File: config.mk
export PLATFORM = sky130hd
export DESIGN_NAME = if_fetch
export DESIGN_NICKNAME = d
export VERILOG_FILES = /design/src/rtl/if_fetch.sv
export SDC_FILE = /design/constraint.sdc
export NUM_CORES = 1
export LEC_CHECK = 0
export ABC_CLOCK_PERIOD_IN_PS = 1700
export BUFFER_PORTS_ARGS = -buffer_cell sky130_fd_sc_hd__buf_2
export CAP_MARGIN = 20
export CORE_UTILIZATION = 30
export DETAILED_ROUTE_END_ITERATION = 8
export GPL_TIMING_DRIVEN = 0
export PLACE_DENSITY = 0.56
export SYNTH_ARGS = -nofsm -noshare
export SYNTH_HDL_FRONTEND = slang
export SYNTH_SLANG_ARGS = --single-unit
export TNS_END_PERCENT = 10
File: constraint.sdc
create_clock -name clk -period 1.7 [get_ports clk]
set_input_delay 0.17 -clock clk [delete_from_list [all_inputs] [get_ports clk]]
set_output_delay 0.17 -clock clk [all_outputs]
set_load 0.1 [all_outputs]
File: src/rtl/if_fetch.sv
// -----------------------------------------------------------------------------
// if_fetch -- instruction fetch stage
//
// Takes the fetch address from the pc stage and issues one read on the
// instruction bus. It keeps at most one read outstanding. The returned word is
// placed in the if_* output registers for decode. If decode is stalled and its
// slot is still occupied, the word is parked in a one-entry hold buffer.
// An exception flush empties the output slot and the hold buffer. It also
// discards a read that is already in flight.
//
// Ports
//   clk           single clock, all state updates on the rising edge
//   rst           asynchronous, active-low reset
//   pc            fetch address (already muxed with the exception vector)
//   except        exception flush, asserted in the same cycle as the pc stage
//   stall_id      decode cannot accept the if_* entry this cycle
//   fetch_stall   stall to the pc stage; low only when pc is accepted
//   inst_req      instruction bus request
//   inst_addr     instruction bus request address
//   inst_addr_ok  bus accepted the address this cycle
//   inst_data_ok  bus read data valid this cycle
//   inst_rdata    bus read data
//   if_valid      if_pc / if_inst / if_adel valid to decode
//   if_pc         address of the presented instruction
//   if_inst       presented instruction word
//   if_adel       address-error flag of the presented entry
//
// Configuration
//   IF_ADEL_CHECK_EN  when defined, a misaligned pc (pc[1:0] != 0) is not sent
//                     to the bus. Instead it is presented directly to decode as
//                     an address-error entry with if_inst = 0. When undefined,
//                     pc[1:0] is never examined and if_adel is always 0.
// -----------------------------------------------------------------------------

`ifndef W_ADDR
`define W_ADDR 32
`endif

module if_fetch (
   input  logic               clk,
   input  logic               rst,
   input  logic [`W_ADDR-1:0] pc,
   input  logic               except,
   input  logic               stall_id,
   output logic               fetch_stall,
   output logic               inst_req,
   output logic [`W_ADDR-1:0] inst_addr,
   input  logic               inst_addr_ok,
   input  logic               inst_data_ok,
   input  logic [31:0]        inst_rdata,
   output logic               if_valid,
   output logic [`W_ADDR-1:0] if_pc,
   output logic [31:0]        if_inst,
   output logic               if_adel
);

   // IDLE : one cycle after reset, no request
   // ADDR : request on the bus with inst_addr = pc
   // DATA : address accepted, waiting for the read data
   // HOLD : data arrived while decode was stalled, parked in the hold buffer
   typedef enum logic [1:0] {
      IDLE = 2'd0,
      ADDR = 2'd1,
      DATA = 2'd2,
      HOLD = 2'd3
   } state_e;

   state_e             state_q,    state_d;
   logic [`W_ADDR-1:0] req_pc_q,   req_pc_d;
   logic               discard_q,  discard_d;
   logic [`W_ADDR-1:0] hold_pc_q,  hold_pc_d;
   logic [31:0]        hold_inst_q, hold_inst_d;
   logic               if_valid_q, if_valid_d;
   logic [`W_ADDR-1:0] if_pc_q,    if_pc_d;
   logic [31:0]        if_inst_q,  if_inst_d;
   logic               if_adel_q,  if_adel_d;

   logic               slot_free;
   logic               pc_misaligned;

   // Output load request and the entry to load, gathered from the FSM.
   logic               load_req;
   logic [`W_ADDR-1:0] load_pc;
   logic [31:0]        load_inst;
   logic               load_adel;

   // Decode can take a new entry at the next edge when it either has nothing
   // now or is consuming what it has.
   assign slot_free = ~if_valid_q | ~stall_id;

`ifdef IF_ADEL_CHECK_EN
   assign pc_misaligned = (state_q == ADDR) && (pc[1:0] != 2'b00);
`else
   assign pc_misaligned = 1'b0;
`endif

   // ---------------------------------------------------------------------------
   // Bus request and pc-stage handshake (combinational so that reset and
   // inst_addr_ok take effect in the same cycle)
   // ---------------------------------------------------------------------------
   always_comb begin
      inst_req    = 1'b0;
      inst_addr   = pc;
      fetch_stall = 1'b1;
      if (state_q == ADDR) begin
         if (pc_misaligned) begin
            // The error entry goes straight to the output slot, so pc is
            // accepted only when that load can really happen.
            fetch_stall = ~(slot_free & ~except);
         end else begin
            inst_req    = 1'b1;
            fetch_stall = ~inst_addr_ok;
         end
      end
   end

   // ---------------------------------------------------------------------------
   // Next-state logic
   // ---------------------------------------------------------------------------
   always_comb begin
      // NOTE: every signal gets a default here first; a path that forgets to
      // assign one would otherwise infer a latch.
      state_d     = state_q;
      req_pc_d    = req_pc_q;
      discard_d   = discard_q;
      hold_pc_d   = hold_pc_q;
      hold_inst_d = hold_inst_q;
      if_pc_d     = if_pc_q;
      if_inst_d   = if_inst_q;
      if_adel_d   = if_adel_q;
      // A presented entry survives only while decode stalls on it.
      if_valid_d  = if_valid_q & stall_id;

      load_req  = 1'b0;
      load_pc   = req_pc_q;
      load_inst = inst_rdata;
      load_adel = 1'b0;

      unique case (state_q)
         IDLE: begin
            state_d = ADDR;
         end

         ADDR: begin
            if (pc_misaligned) begin
               if (slot_free) begin
                  load_req  = 1'b1;
                  load_pc   = pc;
                  load_inst = 32'h0;
                  load_adel = 1'b1;
               end
            end else if (inst_addr_ok) begin
               // An accept during except is the handler fetch, so it is kept.
               req_pc_d  = pc;
               discard_d = 1'b0;
               state_d   = DATA;
            end
         end

         DATA: begin
            if (except) begin
               // The read in flight belongs to the flushed stream. If its data
               // arrives in this same cycle, drop it now. Otherwise remember to
               // drop it when it arrives.
               if (inst_data_ok) begin
                  discard_d = 1'b0;
                  state_d   = ADDR;
               end else begin
                  discard_d = 1'b1;
               end
            end else if (inst_data_ok) begin
               if (discard_q) begin
                  discard_d = 1'b0;
                  state_d   = ADDR;
               end else if (slot_free) begin
                  load_req = 1'b1;
                  state_d  = ADDR;
               end else begin
                  hold_pc_d   = req_pc_q;
                  hold_inst_d = inst_rdata;
                  state_d     = HOLD;
               end
            end
         end

         HOLD: begin
            if (except) begin
               state_d = ADDR;
            end else if (!stall_id) begin
               load_req  = 1'b1;
               load_pc   = hold_pc_q;
               load_inst = hold_inst_q;
               state_d   = ADDR;
            end
         end

         default: begin
            state_d = IDLE;
         end
      endcase

      // except beats every load and every held entry.
      if (load_req && !except) begin
         if_valid_d = 1'b1;
         if_pc_d    = load_pc;
         if_inst_d  = load_inst;
         if_adel_d  = load_adel;
      end
      if (except) begin
         if_valid_d = 1'b0;
      end
   end

   // ---------------------------------------------------------------------------
   // State registers
   // ---------------------------------------------------------------------------
   always_ff @(posedge clk or negedge rst) begin
      if (!rst) begin
         // NOTE: the datapath registers are reset too, so decode and the hold
         // buffer never expose stale words after reset; they are few and cheap.
         state_q     <= IDLE;
         req_pc_q    <= '0;
         discard_q   <= 1'b0;
         hold_pc_q   <= '0;
         hold_inst_q <= '0;
         if_valid_q  <= 1'b0;
         if_pc_q     <= '0;
         if_inst_q   <= '0;
         if_adel_q   <= 1'b0;
      end else begin
         // NOTE: non-blocking assignments, so every register samples the
         // values from before the edge, whatever the statement order.
         state_q     <= state_d;
         req_pc_q    <= req_pc_d;
         discard_q   <= discard_d;
         hold_pc_q   <= hold_pc_d;
         hold_inst_q <= hold_inst_d;
         if_valid_q  <= if_valid_d;
         if_pc_q     <= if_pc_d;
         if_inst_q   <= if_inst_d;
         if_adel_q   <= if_adel_d;
      end
   end

   assign if_valid = if_valid_q;
   assign if_pc    = if_pc_q;
   assign if_inst  = if_inst_q;
   assign if_adel  = if_adel_q;

endmodule

# After elaboration in Yosys (flattened, before gate mapping)
# Index checks and enable logic that the tools add are counted.
word_totals:
  out_inout_bits: 100
  wordCells: 62
  reg_bits: 164
  in_bits: 70
op_classes:
  eq_ne: 7
  bitwise_logic: 8
  reduce_logical: 8
  muxes: 31
ops:
  columns: ["op", "count"]
  rows:
  - ["$mux W32", 6]
  - ["$mux W2", 8]
  - ["$mux W1", 14]
  - ["$pmux W2 S4", 1]
  - ["$ne A3 B3 Y1 const B", 2]
  - ["$not A1 Y1", 6]
  - ["$reduce_and A3 Y1", 2]
  - ["$reduce_and A5 Y1", 1]
  - ["$eq A2 B2 Y1 const B", 2]
  - ["$ne A2 B2 Y1 const B", 2]
  - ["$pmux W1 S2", 2]
  - ["$eq A2 B1 Y1 const B", 1]
  - ["$logic_not A2 Y1", 1]
  - ["$reduce_and A2 Y1", 1]
  - ["$reduce_bool A2 Y1", 1]
  - ["$and A1 B1 Y1", 1]
  - ["$logic_and A1 B1 Y1", 1]
  - ["$logic_not A1 Y1", 1]
  - ["$or A1 B1 Y1", 1]

# Logic depth before layout (Yosys ltp)
depth:
  ltp_word: 10
  depth_mapped: 7
  depth_no_buf: 5

# Worst setup path before layout
# OpenSTA, ideal clock, no wires.
synth_timing:
  path_kind: "register -> register"
  from: "register state_q[1]"
  to: "register req_pc_q[18]"
  setup_slack_ns: -0.786
  setup_time_ns: 0.125
  stages_incl_launch_ff: 6
  path_buffers: 1
  t_arrival_ns: 2.362
  t_required_ns: 1.575
  synth_period_minus_slack_ns: 2.486
  path_cell_list: "dfrtp_1 > inv_1 > ha_1 > nand2_1 > buf_2 > mux2_2"
synth_via:
  elab_chain_cells: 2
synth_rtl:
  columns: ["item", "line_no", "rtl"]
  rows:
  - ["start: declaration", "68", "state_e state_q, state_d;"]
  - ["start signal: assignment", "233", "state_q <= state_d;"]
  - ["$eq A2 B1 Y1", "139", "unique case (state_q)"]
  - ["$reduce_and A2 Y1 (no source line)", null, null]
  - ["end signal: assignment", "234", "req_pc_q <= req_pc_d;"]
  - ["end: declaration", "69", "logic [`W_ADDR-1:0] req_pc_q, req_pc_d;"]
# No other way between the ends.
# A chain may end at the register's enable or synchronous reset.

# Final worst setup path
layout_timing:
  from: "register state_q[0]"
  to: "register hold_inst_q[6]"
layout_via:
  elab_chain_cells: 2
layout_rtl:
  columns: ["item", "line_no", "rtl"]
  rows:
  - ["$eq A2 B2 Y1", "139", null]
  - ["$reduce_and A5 Y1 (no source line)", null, null]
  - ["end signal: assignment", "237", "hold_inst_q <= hold_inst_d;"]
  - ["end: declaration", "72", "logic [31:0] hold_inst_q, hold_inst_d;"]
# No other way between the ends.

==> metrics.yaml <==
outcome:
  status: "finished with violations"
  violations: "setup timing"
critical_path:
  criticalPathCategory: "register to register"
  end_kind: "register"
  crit_chain: "inv_2, ha_4, nand4bb_4, nor2_8, buf_12, buf_12, mux2_4"
  critPathLaunchType: "register"
  cp_max_fo: 10
  worstPathRequired_ns: 1.99
  rrSetupSlack_ns: -0.06
  cp_top_family: "flip-flops"
  cpPeakStageDelay_ns: 0.45
  slowest_stage: "dfrtp_2"
  timing.critical_path.buf_inv: 3
  arrival_ns: 2.05
  path_common_cell: "buf_12"
sta:
  rsz0062_at_grt: "true"
  setup_viol_count_final: 66
  tightest_slew_ns: 0.6607
  final-max-slew-violation-count: 0
  setup_tns_ns: -2.636
  fmax_mhz: 568.5
  holdWs_ns: 0.02363
  hold_viol: 0
  period_needed_ns: 1.759
  worst_slack_ns: -0.05917
  skew_ns: 0.006259
  fin_crit_sh_pct: 103.5
  slew_headroom_pct: 55.95
floorplan:
  die_h_um: 157.7
  rows: 56
  ioPinCount: 170
  dieArea_um2: 24870
  core_area_um2: 23610
  start_util_pct: 30.80
  die_w_um: 157.7
power:
  ir_drop_uv: 1330
  p_leak_nw: 4.855
  switching_share_pct: 51.56
  seq_power_share_pct: 31.0
  power.internal_mw: 9.488
  power_density_nw_per_um2: 1937
  power.net_switching_mw: 10.10
  pwr-share-comb_pct: 50.0
  p_clk_share_pct: 19.0
drt:
  via_per_inst: 4.762
  vias: 5733
  first_pass_iters: 4
  drtIter0Drc: 304
  drc: 0
  route.antenna.remaining_nets: 0
  drt_wl_total_mm: 20.31
  wire_per_inst_um: 16.87
synth:
  syn-num-nets: 705
  synth-simple-area-share_pct: 4.903
  ys_seq_area_share_pct: 56.43
  avgSynthCellArea_um2: 11.53
  synth_seq_cells: 164
  synth_top_cell_area_share_pct: 56.43
  yosys_warnings: 0
  synth-async-reset-ratio_pct: 100.0
  yosysTopAreaCell: "dfrtp_1"
  synthAdderAreaFrac_pct: 0.6881
  synth-edff-count: 0
  synth_xor_area_share_pct: 0
  synth_flop_cell: "dfrtp_1"
  synth_compound_area_share_pct: 15.09
  synth.distinct_cells: 27
  synth_area_um2: 7273
  synth_area_leaders: "dfrtp_1 (56%), mux2_2 (15%), a31oi_1 (5.7%)"
  synth_top_family_by_area: "compound AO/OA/AOI/OAI gates"
  synth_mux_area_share_pct: 15.00
  synth_cells: 631
placed_design:
  dp_cells: 1118
  numPortBuffers: 167
  dp_hpwl_mm: 12.69
  place_congestion: 0.7165
global_route:
  antenna_found_initial: 0
  grt_usage_pct: 16.40
  gr-total-overflow: 0
  grt_pass1_vias: 5584
  grt_start_max_net_pins: 84
  grt_pass1_wl_mm: 31.18
layout:
  area_growth_pct: 39.02
  nNetsFinal: 948
  final_common_cell: "buf_2"
  antenna_cells: 0
  drive_gt1_share_pct: 44.07
  fin_cells: 1204
  mostFrequentLayoutCells: "buf_2 (177), dfrtp_1 (161), a31oi_1 (66)"
  fillCellCount: 2280
clocking:
  cts_sinks: 164
  cts.clk_slew.worst_paths_ns: 0.06
  cts_buffers: 17
  clock_latency_ns: 0.41
  htreeDepth: 4
  clockBufferDepth: 2
  root_buffer: "clkbuf_16"
  cts_tree: "done"
run:
  maxCapViolCount: 0
hold_path:
  hp-class: "input pin to register"
layer usage:
layer | up-vias | share of wire, % | track usage (%)
li1 | 2708 | - | -
met1 | 2849 | 47 | 22.53
met2 | 168 | 47 | 26.24
met3 | 8 | 5.1 | 3.586
met4 | 0 | 0.63 | 3.745
met5 | - | 0 | 0
synthesized netlist by cell type (2+ instances only):
master       n
inv_1        3
a31oi_1     66
dfrtp_1    164
o2bb2ai_1    2
nor2_1      65
o21ai_1      9
mux2_2      96
nand2b_1     3
buf_4       40
o21ai_0     56
buf_6        8
clkbuf_1    13
buf_2       23
ha_1         4
nand2_1      3
a21oi_1     65
state kept, by name (all words and copies together) (netlist names):
name and cells:
if_pc 32, state_q 2, discard_q 1, if_inst 32, req_pc_q 32, if_valid 1, hold_pc_q 32, hold_inst_q 32
power by group through the flow:
stage,clock (mW),combinational (mW),sequential (mW)
CTS,3.83,9.79,6.07
detailed placement,0,9.45,6.10
floorplan,0,2.45,11.3
finish,3.72,9.80,6.07
global placement,0,9.38,6.06
global route,3.99,10.3,6.23
kinds of logic after synthesis:
| family | count (synthesis) |
|---|---|
| and+or+nand+nor | 77 |
| DFF | 164 |
| adders and majority gates | 4 |
| buffers and inverters | 88 |
| muxes | 97 |
| AOI/OAI and AO/OA | 200 |
| other | 1 |
timing repair:
| action | CTS | global route |
|---|---|---|
| gates resized for setup | 96 | 55 |
| pin swaps | 1 | 2 |
| hold endpoints to repair | 130 | 0 |
| hold buffers | 49 | 0 |
| setup endpoints to repair | 146 | 146 |
| buffers inserted | 5 | 1 |
| cloned | 0 | 1 |
per-stage QoR:
step	area [um2]	util (%)	setup WS [ns]	total power, mW
final	10110	42.82	-0.05917	19.59
after global routing	10110	42.82	-0.1264	20.48
after CTS	10020	42.43	-0.08612	19.69
after detailed placement	8568	36.29	-0.3353	15.55
after global placement	8531	36.13	-2.833	15.44
after floorplan	7296	-	-0.02014	13.75
path summary, 6_finish.rpt:
path	start	end	depth (start not counted)
worst max-delay path	state_q[0]$_DFFE_PN0P_	hold_inst_q[6]$_DFFE_PN0P_	7
worst min-delay path	pc[18]	req_pc_q[18]$_DFFE_PN0P_	2
worst max register to register	state_q[0]$_DFFE_PN0P_	hold_inst_q[6]$_DFFE_PN0P_	7
worst min register to register	hold_pc_q[21]$_DFFE_PN0P_	hold_pc_q[21]$_DFFE_PN0P_	1
max in group asynchronous	rst	req_pc_q[11]$_DFFE_PN0P_	3
min in group asynchronous	rst	hold_inst_q[13]$_DFFE_PN0P_	2
cell type report:
type / count / area (um2) / area share, %
plain buffers: 85 / 690.7 / 6.831
clock buffers: 21 / 440.4 / 4.356
clock inverters: 9 / 108.9 / 1.077
inverters: 3 / 11.26 / 0.1114
multi-input cells: 379 / 2870 / 28.39
flip-flops and latches: 164 / 4110 / 40.65
well taps: 319 / 399.1 / 3.948
repair buffers: 224 / 1480 / 14.64
No activity file was read; power rests on OpenSTA's default activity.
